## src/rtl/kypd_pkg.sv

```systemverilog
// kypd_pkg: shared key codes, press-FSM state type and key-vector helpers
// rev 1.0
`default_nettype none

package kypd_pkg;

  localparam logic [3:0] KEY_BACK    = 4'hE;
  localparam logic [3:0] KEY_ENTER   = 4'hF;
  localparam logic [3:0] KEY_MAX_DEC = 4'h9;
  localparam logic [3:0] KEY_MAX_HEX = 4'hD;

  typedef enum logic [1:0] {
    IDLE  = 2'd0,
    PRESS = 2'd1,
    JAM   = 2'd2
  } press_state_e;

  function automatic logic [3:0] onehot_index(input logic [15:0] v);
    logic [3:0] idx;
    idx = '0;
    for (int i = 0; i < 16; i++) begin
      if (v[i]) idx = 4'(i);
    end
    return idx;
  endfunction

  function automatic logic is_onehot(input logic [15:0] v);
    return (v != '0) && ((v & (v - 16'd1)) == '0);
  endfunction

endpackage

`default_nettype wire

```

## src/rtl/kypd_debounce.sv

```systemverilog
// kypd_debounce: 2-flop synchroniser plus stable-sample counter for a W-bit vector
// rev 1.0
`default_nettype none

module kypd_debounce #(
  parameter int W         = 16,
  parameter int DB_CYCLES = 50000
) (
  input  logic         clk,
  input  logic         rst,
  input  logic [W-1:0] din,
  output logic [W-1:0] dout,
  output logic         dout_upd
);

  localparam int            CW      = $clog2(DB_CYCLES + 1);
  localparam logic [CW-1:0] CNT_MAX = CW'(DB_CYCLES);

  logic [W-1:0]  sync1_q, sync2_q, prev_q, dout_q;
  logic [CW-1:0] cnt_q, cnt_d;
  logic          upd_q, upd_d;
  logic          changed;

  // The first sample of a new value already counts as one, so the load
  // lands exactly DB_CYCLES edges after the value leaves the synchroniser.
  always_comb begin
    changed = (sync2_q != prev_q);
    cnt_d   = cnt_q;
    upd_d   = 1'b0;
    if (changed) begin
      cnt_d = CW'(1);
    end else if (cnt_q != CNT_MAX) begin
      cnt_d = cnt_q + 1'b1;
      upd_d = (cnt_q == CNT_MAX - 1'b1);
    end
  end

  always_ff @(posedge clk) begin
    if (!rst) begin
      sync1_q <= '0;
      sync2_q <= '0;
      prev_q  <= '0;
      dout_q  <= '0;
      cnt_q   <= '0;
      upd_q   <= 1'b0;
    end else begin
      sync1_q <= din;
      sync2_q <= sync1_q;
      prev_q  <= sync2_q;
      cnt_q   <= cnt_d;
      upd_q   <= upd_d;
      if (upd_d) dout_q <= sync2_q;
    end
  end

  assign dout     = dout_q;
  assign dout_upd = upd_q;

endmodule

`default_nettype wire

```

## src/rtl/kypd_entry_ctrl.sv

```systemverilog
// kypd_entry_ctrl: turns debounced keypad presses into numeric entries with a valid/ready output
// rev 1.0
`default_nettype none

module kypd_entry_ctrl
  import kypd_pkg::*;
#(
  parameter int DIGITS    = 4,
  parameter int DB_CYCLES = 50000,
  parameter int HEX_MODE  = 1
) (
  input  logic                         clk,
  input  logic                         rst,
  input  logic [15:0]                  buttons,
  output logic [4*DIGITS-1:0]          entry,
  output logic [$clog2(DIGITS+1)-1:0]  digit_cnt,
  output logic                         key_evt,
  output logic [3:0]                   key_code,
  output logic [4*DIGITS-1:0]          out_data,
  output logic                         out_valid,
  input  logic                         out_ready,
  output logic                         err
);

  localparam int            VW       = 4 * DIGITS;
  localparam int            CW       = $clog2(DIGITS + 1);
  localparam logic [CW-1:0] CNT_FULL = CW'(DIGITS);

  logic [15:0] db;
  logic        db_upd;

  kypd_debounce #(
    .W         (16),
    .DB_CYCLES (DB_CYCLES)
  ) u_debounce (
    .clk      (clk),
    .rst      (rst),
    .din      (buttons),
    .dout     (db),
    .dout_upd (db_upd)
  );

  press_state_e  state_q, state_d;
  logic          evt_q, evt_d;
  logic [3:0]    code_q, code_d;
  logic [VW-1:0] entry_q, entry_d, odata_q, odata_d;
  logic [CW-1:0] cnt_q, cnt_d;
  logic          ovalid_q, ovalid_d;
  logic          err_q, err_d;
  logic          is_digit;

  // db only changes together with db_upd, so the FSM needs to look only then.
  always_comb begin
    state_d = state_q;
    evt_d   = 1'b0;
    code_d  = code_q;
    if (db_upd) begin
      case (state_q)
        IDLE: begin
          if (is_onehot(db)) begin
            state_d = PRESS;
            evt_d   = 1'b1;
            code_d  = onehot_index(db);
          end else if (db != '0) begin
            state_d = JAM;
          end
        end
        PRESS, JAM: begin
          if (db == '0) state_d = IDLE;
        end
        default: state_d = IDLE;
      endcase
    end
  end

  always_comb begin
    is_digit = (code_q <= KEY_MAX_DEC) || ((HEX_MODE != 0) && (code_q <= KEY_MAX_HEX));
    entry_d  = entry_q;
    cnt_d    = cnt_q;
    odata_d  = odata_q;
    ovalid_d = ovalid_q;
    err_d    = 1'b0;
    if (ovalid_q && out_ready) ovalid_d = 1'b0;
    if (evt_q) begin
      if (is_digit) begin
        if (cnt_q < CNT_FULL) begin
          entry_d = {entry_q[VW-5:0], code_q};
          cnt_d   = cnt_q + 1'b1;
        end else begin
          err_d = 1'b1;
        end
      end else if (code_q == KEY_BACK) begin
        if (cnt_q != '0) begin
          entry_d = entry_q >> 4;
          cnt_d   = cnt_q - 1'b1;
        end
      end else if (code_q == KEY_ENTER) begin
        if (cnt_q != '0) begin
          if (!ovalid_q || out_ready) begin
            odata_d  = entry_q;
            ovalid_d = 1'b1;
            entry_d  = '0;
            cnt_d    = '0;
          end else begin
            err_d = 1'b1;
          end
        end
      end
    end
  end

  always_ff @(posedge clk) begin
    if (!rst) begin
      state_q  <= IDLE;
      evt_q    <= 1'b0;
      code_q   <= '0;
      entry_q  <= '0;
      cnt_q    <= '0;
      odata_q  <= '0;
      ovalid_q <= 1'b0;
      err_q    <= 1'b0;
    end else begin
      state_q  <= state_d;
      evt_q    <= evt_d;
      code_q   <= code_d;
      entry_q  <= entry_d;
      cnt_q    <= cnt_d;
      odata_q  <= odata_d;
      ovalid_q <= ovalid_d;
      err_q    <= err_d;
    end
  end

  assign entry     = entry_q;
  assign digit_cnt = cnt_q;
  assign key_evt   = evt_q;
  assign key_code  = code_q;
  assign out_data  = odata_q;
  assign out_valid = ovalid_q;
  assign err       = err_q;

endmodule

`default_nettype wire

```

## config.mk

```make
export PLATFORM = sky130hd
export DESIGN_NAME = kypd_entry_ctrl
export DESIGN_NICKNAME = d
export VERILOG_FILES = /design/src/rtl/kypd_pkg.sv /design/src/rtl/kypd_debounce.sv /design/src/rtl/kypd_entry_ctrl.sv
export SDC_FILE = /design/constraint.sdc
export NUM_CORES = 1
export LEC_CHECK = 0
export CORE_MARGIN = 5
export CORE_UTILIZATION = 30
export CTS_BUF_LIST = sky130_fd_sc_hd__clkbuf_4 sky130_fd_sc_hd__clkbuf_8
export DETAILED_ROUTE_END_ITERATION = 10
export GPL_TIMING_DRIVEN = 0
export HOLD_SLACK_MARGIN = 0.15
export PLACE_DENSITY = 0.62
export SLEW_MARGIN = 30
export SYNTH_ARGS = -nofsm -noshare
export SYNTH_HDL_FRONTEND = slang
export SYNTH_SLANG_ARGS = --single-unit
export TNS_END_PERCENT = 5
```

## constraint.sdc

```tcl
create_clock -name clk -period 1.7 [get_ports clk]
set_input_delay 0.17 -clock clk [delete_from_list [all_inputs] [get_ports clk]]
set_output_delay 0.17 -clock clk [all_outputs]
set_load 0.005 [all_outputs]
```

==> summary.md <==
| Metric | Value |
|---|---|
| H-tree levels | `4` |
| Wire per inst | `14.2 um` |
| Post-place instance area | `6070 um2` |
| Hold depth | `2` |
| Endpoint type of the worst setup path | `register` |
| Global route overflow | `0` |
| Reg power frac | `48.1%` |
| Sequential area share after synthesis | `48.1%` |
| Worst EP arrival | `2190 ps` |
| Internal power | `0.00496 W` |
| CP Max Fanout | `6` |
| Boundary Pins | `61` |
| Worst Reg-to-Reg Cells | `6` |
| Final instance area | `6870 um2` |
| Outcome | `finished with violations` |
| Leak Pwr | `2.75 nW` |
| Peak supply drop | `529 uV` |
| Mapped Avg Cell Area | `10.0 um2` |
| CTS Buf Count | `17` |
| Tcrit/Tclk final | `110%` |
| Die height | `142 um` |
| RR Endpoint | `key_code[0]$_SDFFE_PN0P_` |
| Post-Synthesis Cells | `518` |
| Vias in the first global route | `3959` |
| Critical setup path kind | `register to register` |
| Antenna viol nets, final | `0` |
| Primary FF master, synth | `dfxtp_1` |
| Die X | `142 um` |
| CTS max path bufs | `2` |
| CTS tree | `built` |
| Syn nets | `543` |
| Worst rel slew slack | `60.1%` |
| Synth warn | `0` |
| Worst slew pin tran | `598 ps` |
| Clk pwr share | `48.6%` |
| Iter 0 DRT Violations | `240` |
| Reg clk slew, reported paths | `80 ps` |
| First-pass GRT wire length | `19700 um` |
| Port Buffers | `59` |
| GPL Wtd Cong | `0.797` |
| Setup tns final | `-4000 ps` |
| Post-layout net count | `632` |
| Vias/cell | `4.67` |
| CTS sink count | `125` |
| Drt drc | `0` |
| Slew Limit Fails | `0` |
| # rows | `48` |
| WHS Endpoint | `entry[1]$_SDFFE_PN0P_` |
| Pre-CTS WS | `-433 ps` |
| Vias | `3950` |
| Layout area overhead | `32.2%` |
| Die ar. | `20100 um2` |
| Maximum capacitance violations | `0` |
| Netlist Area Pre-Place | `5200 um2` |
| Clock latency on the worst-skew pair | `440 ps` |
| Crit path launch type | `register` |
| Switching share of total power | `20.4%` |
| Fmax achieved | `536 MHz` |
| Antenna fix cells | `0` |
| Worst clock skew | `11.7 ps` |
| Gr usage total | `12.2%` |
| Area of the core | `17200 um2` |
| Clock root cell | `clkbuf_8` |
| Final min period | `1870 ps` |
| Initial antenna violation count | `0` |
| WP data required | `2030 ps` |
| Hold_ws | `211 ps` |
| RSZ-0062 raised after global routing | `yes` |
| Switch Pwr | `0.00127 W` |
| DP HPWL | `8420 um` |
| Min-Delay Path Class | `input port to register` |
| Largest net degree at the start of global routing | `17` |
| Final Util | `40.0%` |
| Yosys reg bits | `125` |
| Final wirelength | `12000 um` |
| Starting Density | `30.3%` |
| Hold Fails Final Rpt | `0` |
| Layout cells sized above 1 | `18.1%` |
| Violations in the final reports | `setup timing` |
| Setup WS post-layout | `-166 ps` |
| Pwr Density | `907 nW/um2` |
| Synth unique cells | `57` |
| Asr flop ratio synth | `0%` |
| Final setup violating endpoints | `36` |
| FF-to-FF setup slack | `-170 ps` |
| Comb pwr share | `3.3%` |
| Hold wc startpoint | `rst` |
| DRT Pass-1 Iters | `4` |
| Worst R2R Start | `u_debounce.dout[1]$_SDFFE_PN0P_` |
| EDFF count, synth | `0` |
critical path, stage by stage (launching register included):
cell and delay, ps:
dfxtp_2 360, nor4_4 370, nand3_2 170, mux2_4 340, o211ai_4 230, nor2_2 100
o21a_1 180
metal layers:
metal | vias up | wire length, um | share of wire, % | GRT usage [%]
met5 | - | 0 | 0 | 0
met3 | 17 | 486 | 4.0 | 3.51
met1 | 1891 | 5480 | 46 | 15.1
li1 | 1968 | - | - | -
met2 | 74 | 5780 | 48 | 19.9
met4 | 0 | 252 | 2.1 | 5.10
worst max-delay path by stage:
stage / startpoint / to / slack, ps
finish: u_debounce.dout[1]$_SDFFE_PN0P_ / key_code[0]$_SDFFE_PN0P_ / -170
global route: u_debounce.prev_q[12]$_SDFF_PN0_ / u_debounce.dout[7]$_SDFFE_PN0P_ / -240
CTS: u_debounce.dout[3]$_SDFFE_PN0P_ / key_code[0]$_SDFFE_PN0P_ / -220
detailed placement: key_code[1]$_SDFFE_PN0P_ / entry[6]$_SDFFE_PN0P_ / -430
global placement: u_debounce.sync2_q[0]$_SDFF_PN0_ / u_debounce.dout[10]$_SDFFE_PN0P_ / -370
floorplan: u_debounce.dout[7]$_SDFFE_PN0P_ / key_code[1]$_SDFFE_PN0P_ / -70
synth_stat cells (all sizes together) (7+ instances only):
cell      n  area share (%)
xnor2    21             3.5
inv      14             1.0
nand4     9             1.1
a21oi    18             1.7
nor2     31             2.3
nor2b    35             4.2
nor3     10             1.1
and2     49             5.9
dfxtp   125              48
clkbuf   20             2.0
o211a    12             2.3
mux2i    32             6.2
a21boi    7             1.0
nand3    17             1.8
nor3b    10             1.4
xor2      9             1.5
nand2    30             2.2
metrics by stage:
stage               instances  power, W
global route              845   0.00646
global placement          802   0.00325
finish                    845   0.00623
detailed placement        802   0.00326
CTS                       842   0.00630
floorplan                 518   0.00317
repair_timing:
action,4_1_cts,5_1_grt
endpoints found under the hold margin,9,0
setup buffers,8,2
gates resized for setup,36,37
setup endpoints to repair,71,61
hold buffers,1,0
pin swaps,14,14
cloned,0,1
cell type report:
| cell class | instances | area, um2 |
|---|---|---|
| clock inverters | 11 | 188 |
| repair buffers | 71 | 704 |
| plain buffers | 23 | 171 |
| multi-input cells | 355 | 2650 |
| fillers | 1710 | 10300 |
| well taps | 225 | 282 |
| inverters | 14 | 52.6 |
| flip-flops and latches | 125 | 2540 |
| clock buffers | 21 | 283 |
logic make-up after synthesis:
| logic type | Yosys count | share of synthesized area, % |
|---|---|---|
| AOI/OAI and AO/OA | 70 | 10.9 |
| xor gates and xnor gates | 30 | 5.05 |
| adders and majority gates | 8 | 1.83 |
| buffers and inverters | 38 | 3.54 |
| DFF | 125 | 48.1 |
| muxes | 33 | 6.45 |
| and+or+nand+nor | 214 | 24.1 |
flip-flops by register name (all words and copies together) (netlist names):
name,flops
err,1
out_valid,1
digit_cnt,3
out_data,16
u_debounce.cnt_q,16
key_evt,1
u_debounce.dout,16
u_debounce.sync2_q,16
u_debounce.sync1_q,16
state_q,2
key_code,4
u_debounce.dout_upd,1
u_debounce.prev_q,16
entry,16
cell usage in the layout, fill, tap and decap left out, types with 4 or more instances in the layout:
master             n
o31a_1             5
xor2_1             9
and2_1            49
buf_4             10
dfxtp_1          102
clkbuf_1          13
inv_1             13
nor2b_1           34
a21boi_0           6
o21a_1             5
o211ai_1           4
nand3_1           14
xnor2_1           18
dfxtp_2           20
nor3b_1           10
nor3_1             7
ha_1               5
bufinv_16          5
clkbuf_8          23
o211a_1           12
mux2i_1           31
nor4_4             5
nor2_1            29
clkdlybuf4s50_1   59
a21oi_1           18
nand2_1           29
nand4_1            9
power groups by stage:
stage,clock [W],sequential (W),combinational [W]
6_report,0.00303,0.00300,0.000205
5_1_grt,0.00323,0.00300,0.000226
4_1_cts,0.00309,0.00300,0.000202
3_5_place_dp,0,0.00307,0.000189
3_3_place_gp,0,0.00306,0.000186
2_1_floorplan,0,0.00306,0.000114
Power figures use the tool's default switching activity.
